## config.mk

```make
export PLATFORM = sky130hd
export DESIGN_NAME = calc_sequencer
export DESIGN_NICKNAME = d
export VERILOG_FILES = /design/src/rtl/calc_pkg.sv /design/src/rtl/calc_cmd_fifo.sv /design/src/rtl/calc_sequencer.sv
export SDC_FILE = /design/constraint.sdc
export NUM_CORES = 1
export LEC_CHECK = 0
export CAP_MARGIN = 15
export CORE_MARGIN = 3
export CORE_UTILIZATION = 40
export CTS_BUF_LIST = sky130_fd_sc_hd__clkbuf_4 sky130_fd_sc_hd__clkbuf_8 sky130_fd_sc_hd__clkbuf_16
export CTS_CLUSTER_SIZE = 14
export DETAILED_ROUTE_END_ITERATION = 10
export GPL_ROUTABILITY_DRIVEN = 1
export SLEW_MARGIN = 20
export SYNTH_ARGS = -nofsm -noshare
export SYNTH_HDL_FRONTEND = slang
export SYNTH_SLANG_ARGS = --single-unit
```

## constraint.sdc

```tcl
create_clock -name clock -period 2.3 [get_ports clock]
set_input_delay 0.46 -clock clock [delete_from_list [all_inputs] [get_ports clock]]
set_output_delay 0.46 -clock clock [all_outputs]
set_load 0.1 [all_outputs]
```

## src/rtl/calc_pkg.sv

```systemverilog
// Shared opcodes, sequencer states and command layout for the calculator front-end.
package calc_pkg;

   typedef enum logic [3:0] {
      ADD = 4'b0000,
      SUB = 4'b0001,
      MUL = 4'b0010,
      DIV = 4'b0011,
      MOD = 4'b0100,
      AND = 4'b0101,
      OR  = 4'b0110,
      XOR = 4'b0111,
      SHL = 4'b1000,
      SHR = 4'b1001
   } calc_op_e;

   typedef enum logic [1:0] {
      IDLE  = 2'd0,
      DRIVE = 2'd1,
      HOLD  = 2'd2
   } seq_state_e;

   localparam int CALC_NBITS = 4;

   typedef struct packed {
      logic [3:0]            op;
      logic [CALC_NBITS-1:0] a;
      logic [CALC_NBITS-1:0] b;
   } calc_cmd_t;

   function automatic logic is_div_op(input logic [3:0] op);
      return (op == DIV) || (op == MOD);
   endfunction

endpackage

```

## src/rtl/calc_cmd_fifo.sv

```systemverilog
// Command FIFO; pointers carry one extra wrap bit so full and empty need no counter.
module calc_cmd_fifo #(
   parameter int WIDTH = 12,
   parameter int DEPTH = 4
) (
   input  logic             clock,
   input  logic             reset_n,
   input  logic             push,
   input  logic             pop,
   input  logic [WIDTH-1:0] din,
   output logic [WIDTH-1:0] head,
   output logic             full,
   output logic             empty
);
   localparam int AW = $clog2(DEPTH);

   logic [AW:0]      wr_ptr;
   logic [AW:0]      rd_ptr;
   logic [WIDTH-1:0] mem [DEPTH];

   always_ff @(posedge clock or negedge reset_n) begin
      if (!reset_n) begin
         wr_ptr <= '0;
         rd_ptr <= '0;
      end else begin
         if (push && !full)  wr_ptr <= wr_ptr + 1'b1;
         if (pop  && !empty) rd_ptr <= rd_ptr + 1'b1;
      end
   end

   always_ff @(posedge clock) begin
      if (push && !full) mem[wr_ptr[AW-1:0]] <= din;
   end

   assign head  = mem[rd_ptr[AW-1:0]];
   assign empty = (wr_ptr == rd_ptr);
   assign full  = (wr_ptr[AW] != rd_ptr[AW]) && (wr_ptr[AW-1:0] == rd_ptr[AW-1:0]);

endmodule

```

## src/rtl/calc_sequencer.sv

```systemverilog
// Sequencer between a command stream and the combinational Calculator ALU.
// Optional CALC_SEQ_DIV0_CHECK_EN forces a zeroed error response on div/mod by zero.
//   state | meaning
//   IDLE  | waiting for a queued command; pops it into the ALU input registers
//   DRIVE | ALU inputs held while the settle counter runs down
//   HOLD  | response offered, waiting for rsp_ready
module calc_sequencer
   import calc_pkg::*;
#(
   parameter int NBITS         = 4,
   parameter int FIFO_DEPTH    = 4,
   parameter int SETTLE_CYCLES = 1
) (
   input  logic               clock,
   input  logic               reset_n,
   input  logic               cmd_valid,
   output logic               cmd_ready,
   input  logic [3:0]         cmd_op,
   input  logic [NBITS-1:0]   cmd_a,
   input  logic [NBITS-1:0]   cmd_b,
   output logic [3:0]         alu_op_select,
   output logic [NBITS-1:0]   alu_operand1,
   output logic [NBITS-1:0]   alu_operand2,
   input  logic [2*NBITS-1:0] alu_resultado,
   input  logic [3:0]         alu_banderas,
   output logic               rsp_valid,
   input  logic               rsp_ready,
   output logic [3:0]         rsp_op,
   output logic [2*NBITS-1:0] rsp_result,
   output logic [3:0]         rsp_flags,
   output logic               rsp_error,
   output logic               busy,
   output logic [7:0]         op_count
);
   localparam int CMD_W = 4 + 2*NBITS;
   localparam int CNT_W = $clog2(SETTLE_CYCLES + 1);

   localparam logic [1:0] ST_IDLE  = IDLE;
   localparam logic [1:0] ST_DRIVE = DRIVE;
   localparam logic [1:0] ST_HOLD  = HOLD;

   logic [1:0]       state;
   logic [CNT_W-1:0] settle_cnt;
   logic [CMD_W-1:0] head;
   logic             full;
   logic             empty;
   logic             push;
   logic             pop;
   logic             div0;

   assign cmd_ready = ~full;
   assign push      = cmd_valid & cmd_ready;
   assign pop       = (state == ST_IDLE) & ~empty;
   assign busy      = (state != ST_IDLE) | ~empty;

`ifdef CALC_SEQ_DIV0_CHECK_EN
   assign div0 = is_div_op(alu_op_select) && (alu_operand2 == '0);
`else
   assign div0      = 1'b0;
   assign rsp_error = 1'b0;
`endif

   calc_cmd_fifo #(
      .WIDTH (CMD_W),
      .DEPTH (FIFO_DEPTH)
   ) u_cmd_fifo (
      .clock   (clock),
      .reset_n (reset_n),
      .push    (push),
      .pop     (pop),
      .din     ({cmd_op, cmd_a, cmd_b}),
      .head    (head),
      .full    (full),
      .empty   (empty)
   );

   always_ff @(posedge clock or negedge reset_n) begin
      if (!reset_n) begin
         state         <= ST_IDLE;
         settle_cnt    <= '0;
         alu_op_select <= '0;
         alu_operand1  <= '0;
         alu_operand2  <= '0;
         rsp_valid     <= 1'b0;
         rsp_op        <= '0;
         rsp_result    <= '0;
         rsp_flags     <= '0;
         op_count      <= '0;
`ifdef CALC_SEQ_DIV0_CHECK_EN
         rsp_error     <= 1'b0;
`endif
      end else begin
         case (state)
            ST_IDLE: begin
               if (pop) begin
                  {alu_op_select, alu_operand1, alu_operand2} <= head;
                  settle_cnt <= CNT_W'(SETTLE_CYCLES);
                  state      <= ST_DRIVE;
               end
            end
            ST_DRIVE: begin
               // Terminal count: this edge takes the counter to zero, so capture now.
               if (settle_cnt == CNT_W'(1)) begin
                  settle_cnt <= '0;
                  rsp_valid  <= 1'b1;
                  rsp_op     <= alu_op_select;
                  rsp_result <= div0 ? '0 : alu_resultado;
                  rsp_flags  <= div0 ? '0 : alu_banderas;
`ifdef CALC_SEQ_DIV0_CHECK_EN
                  rsp_error  <= div0;
`endif
                  state      <= ST_HOLD;
               end else begin
                  settle_cnt <= settle_cnt - CNT_W'(1);
               end
            end
            ST_HOLD: begin
               if (rsp_ready) begin
                  rsp_valid <= 1'b0;
                  op_count  <= op_count + 8'd1;
                  state     <= ST_IDLE;
               end
            end
            default: state <= ST_IDLE;
         endcase
      end
   end

endmodule

```

# Word-level counts from Yosys, hierarchy flattened
# Memories as Yosys holds them, arrays and structs flattened. A register that Yosys moved wholly into a read port is not among the register bits.
# Cells that the tools add are included.
[op_classes]
addsub = 4
n_eq_ne = 8
muxes = 12
n_bitwise = 5
n_reduce_logical = 16
[op_table]
columns = ["cell", "count"]
rows = [
  ["$add A8 B1 Y8 const B", 1],
  ["$reduce_and A2 Y1", 4],
  ["$add A3 B1 Y3 const B", 2],
  ["$mux W1", 6],
  ["$mux W2", 3],
  ["$pmux W2 S3", 1],
  ["$reduce_and A3 Y1", 2],
  ["$reduce_bool A2 Y1", 3],
  ["$ne A2 B2 Y1 const B", 2],
  ["$pmux W1 S2", 2],
  ["$eq A3 B3 Y1", 1],
  ["$logic_and A1 B1 Y1", 3],
  ["$logic_not A1 Y1", 3],
  ["$and A1 B1 Y1", 2],
  ["$eq A2 B1 Y1 const B", 1],
  ["$eq A2 B2 Y1", 1],
  ["$eq A2 B2 Y1 const B", 1],
  ["$logic_not A2 Y1", 1],
  ["$ne A2 B1 Y1 const B", 1],
  ["$not A1 Y1", 2],
  ["$ne A1 B1 Y1", 1],
  ["$or A1 B1 Y1", 1],
  ["$sub A1 B1 Y1 const B", 1],
]
[word_totals]
reg_bits = 34
ram_bits = 48
output_inout_bits = 40
elab_cells = 55
memories = 1
[memory_table]
columns = ["memory", "words", "width", "rd", "rd_ports_with_merged_regs", "wr", "line", "text"]
rows = [
  ["u_cmd_fifo.mem", 4, 12, 1, 1, 1, "calc_cmd_fifo.sv:19", "logic [WIDTH-1:0] mem [DEPTH];"],
]

# Depth between registers and ports, before layout
# Gate-level depths: netlist (run 1).
[logic_depth]
word_depth = 7
ltp_mapped = 5
ltp_nobuf = 3

# Modules after synthesis
# A second synthesis (run 1) with hierarchy kept.
[unflattened]
hier_cells = 224
hier_area_um2 = 3903.7
[modules_own_cells]
columns = ["module", "n_inst", "cells_each", "area_each_um2"]
rows = [
  ["calc_cmd_fifo", 1, 115, 2263.4],
  ["calc_sequencer", 1, 109, 1640.3],
]

# Least setup slack after synthesis (run 1)
# Ideal clock, no wire load.
[synth_timing]
path_type = "register to output"
from = "register u_cmd_fifo.rd_ptr[0]"
to = "output busy"
t_arrival_ns = 1.693
slack_ns = 0.147
path_stages_with_launch = 5
cell_sequence = "dfrtp_1 buf_4 xor2_1 nor2_1 nand3_1"
[synth_via]
elab_chain_cells = 3
[synth_rtl]
columns = ["element", "line", "text"]
rows = [
  ["from (decl)", "calc_cmd_fifo.sv:18", "logic [AW:0] rd_ptr;"],
  ["from (signal assigned)", "calc_cmd_fifo.sv:27", "if (pop && !empty) rd_ptr <= rd_ptr + 1'b1;"],
  ["$eq A3 B3 Y1", "calc_cmd_fifo.sv:36", "assign empty = (wr_ptr == rd_ptr);"],
  ["$not A1 Y1", "calc_sequencer.sv:54", "assign busy = (state != ST_IDLE) | ~empty;"],
  ["$or A1 B1 Y1", "calc_sequencer.sv:54", ""],
  ["to (decl)", "calc_sequencer.sv:32", "output logic busy,"],
]
# Every way passes these cells.

# Worst setup path after layout (run 1)
[layout_timing]
from = "register u_cmd_fifo.wr_ptr[0]"
to = "output busy"
[layout_via]
elab_chain_cells = 3
[layout_rtl]
columns = ["element", "line", "text"]
rows = [
  ["from (decl)", "calc_cmd_fifo.sv:17", "logic [AW:0] wr_ptr;"],
  ["from (signal assigned)", "calc_cmd_fifo.sv:26", "if (push && !full) wr_ptr <= wr_ptr + 1'b1;"],
  ["$eq A3 B3 Y1", "calc_cmd_fifo.sv:36", ""],
  ["$not A1 Y1", "calc_sequencer.sv:54", ""],
  ["$or A1 B1 Y1", "calc_sequencer.sv:54", ""],
]
# Every way passes these cells.

==> impl_summary.md, run 1 <==
Run status
The flow ran to the end, and the final reports show no timing, DRC or antenna violations.

Drt
For this block, the via count after detailed routing is approximately 2,000. The length of the first detailed-routing pass in iterations is 4. After detailed routing, the number of remaining DRC violations is 0.

The via density per instance is 4.93. After detailed routing, the total wire length is 6470 um. Once detail routing completed, the nets flagged for antenna violations numbered 0. For this block, the initial DRC count from the detailed router was roughly 100. After detailed routing, the average wire length per cell comes to ~16 um.

Timing
The period utilization is approximately 90%. The number of endpoints failing setup at the final stage is 0. The minimum clock period after layout is roughly 2100 ps. The accumulated negative setup slack is 0 ps.

The transition time at the pin with the least slew margin is about 600 ps. The hold violation total from the final report was 0. The relative max-transition margin is 60.2%. The final worst hold slack is 195 ps. Across the routed clock network, the largest skew measured is between 10 and 15 ps. For this run, the top clock speed supported by timing is about 480 MHz. Setup repair after global routing left no endpoint under its margin. The count of final max-slew check failures is 0.

Die
The core area is around 8900 um2. The y dimension of the die is roughly 100 um. The die area is 10,500 um2.

The number of placement rows is 34. In this run the count of I/O pins placed on the die edge is slightly below 70. From left edge to right edge, the die measures roughly 100 um.

For this configuration, the core starts out at a cell density of a little over two fifths.

Finish
The share of cells above drive strength 1 is 38.2%. After filler insertion, the fill cell instance count of the layout stands at between 700 and 800. The number of standard cells in the layout, taps in and fillers out is 396. The final layout contains between 300 and 400 nets. The most common cell after layout, fill and taps aside is edfxtp_1. The number of antenna diodes in the final layout is 0. The sequential cells in the finished layout cover a total of roughly 2600 um2.

The area growth from synthesis to layout is 26.1%. The library cells used most frequently in the layout, excluding fill and tap cells, are edfxtp_1 (48), dfrtp_1 (46), buf_4 (46), clkdlybuf4s50_1 (26), mux2_2 (21). The area of the multi-input gates is ~1100 um2.

GRT
The number of global-route vias before repair was between 2,000 and 2,500. The number of antenna violations at the first check in global routing is 0. The first global-routing pass estimated 10,600 um of wire. Summed over all layers, the global routing overflow is 0.

The pin count of the biggest net entering global routing is between 40 and 50. Global routing consumed, over all layers together, a little over an eighth of the routing resources.

Clock tree
The buffer depth of the longest clock path is 2. The tree is rooted in a clkbuf_8. Clock latency on the worst-skew pair, taken at its later pin, is ~350 ps.

The clock tree synthesis step divided the H-tree into 3 levels. The total of hold buffers inserted after clock tree synthesis is 0. The clock tree from TritonCTS is done. The number of clock sinks is 94.

Once the clock tree was built, the setup fixing pass inserted 0 buffers. Clock-pin slew was measured on the worst setup and hold paths at approximately 100 ps. Post-CTS repair changed the size of 0 cells. The number of buffers created by CTS is 9.

Min path
The path type of the worst min-delay path is in -> async.

Yosys
For this run, asynchronously set or reset flops after synthesis account for between 40% and 50%. For this run, the register share of the synthesized area comes to a little over two thirds. Counting flops with a built-in enable in the synthesized netlist gives 48.

Synthesis produced a netlist with a net count of 237. The most used flip-flop cell after synthesis is edfxtp_1. The post-synthesis average cell area is about 18 um2. The netlist uses 30 different library cells.

The synthesized instance count is roughly 200. The cell area after synthesis is around 3700 um2. The total of flip-flops plus latches after synthesis is 94. Yosys printed 0 warnings.

Worst setup path
Along the worst path, the maximum fanout reaches 6. Broken down by cell family, the worst path's largest delay share belongs to flip-flops. The highest-delay cell along the critical path is dfrtp_1. The number of buffer and inverter instances along the worst setup path is 1. For the worst setup path, the data required time is about 1800 ps.

The capturing element type of the critical path is an output port. The type of element launching the critical path is a flip-flop. By startpoint and endpoint, the worst setup path is classified as reg -> out.

The data arrival time of the worst path is 1620 ps. The largest stage delay on the critical path is 420 ps. The signal on the critical path passes through xor2_1, nor2_1, nand3_1, buf_12.

Placement
Once detailed placement completed, the half-perimeter wirelength came to 4500 um. In this run, placement finished with an instance count of 380. The total of buffers placed on input and output ports is 66. The placer's final routability congestion estimate is ~0.70.

Flow run
Across the run, the number of max-cap violations was 0.
==> final timing paths <==
check	slack, ps	end	startpoint	depth (start not counted)
min in group clock	470	op_count[7]$_DFFE_PN0P_	op_count[7]$_DFFE_PN0P_	1
min reg2reg	470	op_count[7]$_DFFE_PN0P_	op_count[7]$_DFFE_PN0P_	1
max	220	busy	u_cmd_fifo.wr_ptr[0]$_DFFE_PN0P_	4
max reg2reg	400	u_cmd_fifo.mem[0][0]$_DFFE_PP_	u_cmd_fifo.wr_ptr[0]$_DFFE_PN0P_	4
max in group asynchronous	1700	u_cmd_fifo.rd_ptr[1]$_DFFE_PN0P_	reset_n	2
min	200	op_count[0]$_DFFE_PN0P_	reset_n	2
==> state kept, by name, indices dropped and copies added, names as in the netlist, 2 cells and up <==
signal	cells
u_cmd_fifo.rd_ptr	3
u_cmd_fifo.mem	48
rsp_flags	4
alu_op_select	4
state	2
rsp_op	4
op_count	8
rsp_result	8
alu_operand1	4
alu_operand2	4
u_cmd_fifo.wr_ptr	3
==> layer usage <==
layer,part of all wire [%],track usage (%),routed length (um),vias up
met1,44,16.8,2850,975
met2,49,22.9,3200,59
li1,-,-,-,912
met3,5.5,4.44,359,5
met4,0.91,3.94,59,0
met5,0,0,0,-
==> area by class of cell <==
cell class	count	area share (%)
inverters	2	0.160
multi-input cells	100	22.9
clock buffers	11	3.71
well taps	108	2.88
flip-flops and latches	94	55.3
repair buffers	76	14.3
clock inverters	5	0.774
==> through the flow <==
| stage | setup WS [ps] | util, % | area (um2) |
|---|---|---|---|
| final | 220 | 52.7 | 4690 |
| after global routing | 103 | 52.7 | 4690 |
| after CTS | 198 | 52.7 | 4690 |
| after detailed placement | 313 | 50.4 | 4480 |
| after global placement | 332 | 50.4 | 4480 |
| after floorplan | 147 | - | 3720 |
==> cells in the mapped netlist, types with 3 or more instances <==
| cell | number | area (um2) |
|---|---|---|
| xor2_1 | 8 | 70.1 |
| and2_1 | 3 | 18.8 |
| xnor2_1 | 6 | 52.6 |
| buf_4 | 3 | 22.5 |
| mux4_2 | 12 | 270 |
| nand4_1 | 3 | 18.8 |
| ha_1 | 6 | 75.1 |
| mux2_2 | 21 | 236 |
| nand2_1 | 9 | 33.8 |
| nor2_1 | 4 | 15.0 |
| mux2_4 | 9 | 135 |
| dfrtp_1 | 46 | 1150 |
| edfxtp_1 | 48 | 1440 |
==> cells by family after synthesis <==
group                    after synthesis  synth area share (%)
buffers and inverters                  9                  1.45
AO/OA/AOI/OAI                          6                  1.51
AND/OR/NAND/NOR                       30                  4.17
adder cells (fa/ha/maj)                6                  2.02
other                                  1                 0.101
multiplexers                          42                  17.3
XOR/XNOR                              15                  3.74
flip-flops                            94                  69.7
==> worst register-to-register path, stage by stage, from the launching register on <==
cell	delay (ps)
dfrtp_1	420
xor2_1	410
o31a_1	280
and2_1	340
buf_12	170
Power of run 1 is not shown: default switching activity piles up to over one toggle a cycle in this logic, so the estimate is an artifact.
==> inputs of run 2 (changes only) <==
--- a/config.mk
+++ b/config.mk
@@ -5,6 +5,7 @@
 export SDC_FILE = /design/constraint.sdc
 export NUM_CORES = 1
 export LEC_CHECK = 0
+export ABC_AREA = 1
 export CAP_MARGIN = 15
 export CORE_MARGIN = 3
 export CORE_UTILIZATION = 40
==> run 2 against run 1 <==
Against the previous run: critical path depth increased by 1; first-iteration DRC count is 55% higher; final cell count increased by 65%; routed wire length up 34%; flip-flop and latch count unchanged; sequential share of layout area is 4.4 points lower; highest routed layer unchanged; largest cell class unchanged; non-clock buffer count unchanged; die area rose by 12%; clock skew unchanged; maximum frequency up 1.6%; critical path type unchanged.
==> impl_summary.md, run 2 <==
GRT
The number of global-route vias before repair is 3,001 (+43%). The number of antenna violations at the first check in global routing is 0 (unchanged). The global-route wire length before repair is 14,500 um (+37%). The pin count of the biggest net entering global routing is 28 (-40%).

The sum of overflow across all layers after global routing is 0 (unchanged). The total routing resource utilization after global routing is 15.8% (+2.2 points).

Finish
The share of cells above drive strength 1 was 15.2% (-23 points). The library cell used most frequently in the layout, excluding fill and tap cells, is nand2_1. The final standard cell utilization of the core is 51.1% (-1.6 points). The flip-flop count of the largest register after layout was 48 (unchanged). The layout overhead on the synthesized area is 21.4%.

The filler cell count is 989 (+34%). The number of standard cells in the layout, taps in and fillers out is 654 (+65%). The area of the multi-input gates is 1230 um2 (+15%). The combined flip-flop and latch cell area is 2590 um2 (unchanged). The net count of the finished layout was 550 (+74%). The count of antenna diodes in the layout is 0 (unchanged). The top cell types in the final layout, fill and taps aside, are nand2_1 (163), inv_1 (69), nand3_1 (64), edfxtp_1 (48), buf_4 (47).

Worst setup path
The data arrival time of the worst path is 1590 ps (-30 ps). The maximum fanout along the worst path was 13 (+7). Walking the worst path, the cells encountered are inv_2, nand2_1, nand2_2, nand4_1, buf_12. The data required time at the worst endpoint was 1840 ps (about the same).

The worst setup slack for register-to-register paths was 540 ps (+140 ps). STA classifies the critical path startpoint as a flip-flop. The highest-delay cell along the critical path is dfrtp_1. The worst setup path is captured at an output port. The category of the most critical setup path is reg -> out. The largest stage delay on the critical path is 410 ps (about the same).

Die
The core area was 9950 um2 (+12%). The initial core utilization is 42.1% (+0.27 points). The die boundary width is 108 um (+5.8%). The count of pins on the block boundary is 68 (unchanged).

The number of placement rows came to 36 (+5.9%). The die area is 11,700 um2 (+12%). The y dimension of the die came to 108 um (+5.8%).

Drt
The wire length reported by the detailed router is 8680 um (+34%). The mean routed wirelength per cell is 13.3 um (-19%). The via total after detailed routing is 2,997 (+54%). The length of the first detailed-routing pass in iterations was 5 (+1). The DRC violation total after the first TritonRoute iteration is 161 (+55%). The via density per instance is 4.58 (-7.0%).

The number of nets with antenna violations after routing is 0 (unchanged). The count of unresolved DRC violations after routing came to 0 (unchanged).

Yosys
In the synthesized netlist the dominant register cell turns out to be edfxtp_1. The top cell type's share of synthesized area is 34.4% (-4.4 points). The synthesized instance count came to 444 (+120%). The number of synthesized flops with an enable pin is 48 (unchanged).

The most repeated cell in the gate-level netlist after synthesis is nand2_1. The cell area after synthesis came to 4190 um2 (+13%). The synthesized net count is 478 (+100%).

The total of flip-flops plus latches after synthesis is 94 (unchanged). The portion of the post-synthesis area used by sequential elements was 61.9% (-7.9 points). The commonest cells after synthesis are nand2_1 (163), inv_1 (69), nand3_1 (64).

The distinct cell type count after synthesis is 26 (-13%). The async set-reset flop share out of synthesis was 48.9% (unchanged). The post-synthesis average cell area was 9.43 um2 (-48%). The count of yosys warnings during synthesis is 0 (unchanged). Ranked by total cell area, the synthesized netlist is headed by edfxtp_1 (34%), dfrtp_1 (27%), nand2_1 (15%). edfxtp_1 takes more of the synthesized area than any other cell.

Timing
The number of endpoints failing setup at the final stage is 0 (unchanged). The minimum clock period after layout is 2050 ps (-33.6 ps). The count of final max-slew check failures is 0 (unchanged). The accumulated negative setup slack is 0 ps (unchanged). The hold violation total from the final report came to 0 (unchanged). The transition time at the pin with the least slew margin is 633 ps (+35.2 ps). The period utilization is 89.0% (-1.5 points). The top achievable clock speed is 489 MHz (+1.6%).

The relative max-transition margin was 57.8% (-2.3 points). The final clock skew is 13.0 ps (unchanged). Setup repair after global routing left no endpoint under its margin. The final worst hold slack was 32.0 ps (-164 ps).

Clock tree
The clock slew seen by the registers of the worst setup and hold paths is 100 ps (about the same). The number of clock sinks is 94 (unchanged). The count of instances resized after the clock tree is built is 0 (unchanged). The latest clock arrival within the worst-skew pair is 350 ps (about the same). The number of buffers created by CTS was 9 (unchanged).

The buffer depth of the longest clock path was 2 (unchanged). The clock tree from TritonCTS is done. The root buffer cell is clkbuf_8.

The total of hold buffers inserted after clock tree synthesis came to 0 (unchanged). The number of levels in the clock H-tree is 3 (unchanged). The number of buffers inserted by post-CTS setup repair is 0 (unchanged).

Min path
The tightest min-delay check is of the in -> async type.

Placement
The total of buffers placed on input and output ports was 66 (unchanged). The half-perimeter wire length after placement is 5890 um (+31%). The placer's final routability congestion estimate is 0.763 (+9.6%). The number of instances in the placed design is 638 (+68%).

Run status
The run finished with clean final reports.

Flow run
The count of maximum capacitance violations came to 0 (unchanged).
run 2: cell count changes in the layout (fill, tap and decap cells not counted), sizes merged, moves of 4 or more:
| cell | before | now |
|---|---|---|
| mux4 | 12 | 0 |
| inv | 4 | 73 |
| xnor2 | 6 | 2 |
| nor2 | 4 | 11 |
| nand3 | 2 | 67 |
| xor2 | 9 | 3 |
| nand2 | 9 | 167 |
| mux2 | 30 | 0 |
run 2: worst paths after layout:
| kind | startpoint | endpoint | depth (start not counted) |
|---|---|---|---|
| min in group clock | rsp_flags[2]$_DFFE_PN0P_ | rsp_flags[2]$_DFFE_PN0P_ | 2 |
| min reg2reg | rsp_flags[2]$_DFFE_PN0P_ | rsp_flags[2]$_DFFE_PN0P_ | 2 |
| min | reset_n | alu_op_select[3]$_DFFE_PN0P_ | 1 |
| max in group asynchronous | reset_n | rsp_valid$_DFFE_PN0P_ | 2 |
| max reg2reg | u_cmd_fifo.rd_ptr[1]$_DFFE_PN0P_ | u_cmd_fifo.mem[0][10]$_DFFE_PP_ | 7 |
| max | u_cmd_fifo.rd_ptr[1]$_DFFE_PN0P_ | busy | 5 |
run 2: per-stage QoR:
step	worst slack, ps	instance area [um2]
2_1_floorplan	-4.86	4190
3_3_place_gp	484	4910
3_5_place_dp	444	4910
4_1_cts	221	5090
5_1_grt	81.7	5090
6_report	254	5090
run 2: area by class of cell:
class,instances,share of cell area (%)
sequential,94,51.0
multi-input combinational,264,24.2
clock buffer,11,2.73
clock inverter,5,0.713
tap,133,3.27
inverter,71,5.24
timing repair buffer,76,12.9
run 2: per-layer routing:
layer	track usage, %	vias to the layer above	routed length [um]
met3	2.93	9	517
met4	5.50	0	97
met2	26.3	87	3900
li1	-	1528	-
met5	0	-	0
met1	20.9	1373	4160
run 2: kinds of logic (layout without fill, tap and decap cells):
group | count (synthesis) | in the layout | synth area share, %
fa+ha+maj | 6 | 6 | 1.79
buf+inv | 86 | 163 | 8.78
simple gates | 251 | 251 | 25.8
compound gates | 1 | 1 | 0.119
flops | 94 | 94 | 61.9
other cells | 1 | 1 | 0.0895
xor+xnor | 5 | 5 | 1.49
run 2: worst max-delay path, delay by kind of cell, from the launching register on:
family,cells,cell delay (ps)
buffers and inverters,2,440
AND/OR/NAND/NOR,3,390
flip-flops,1,410
Power of run 2 is left out for the same reason.
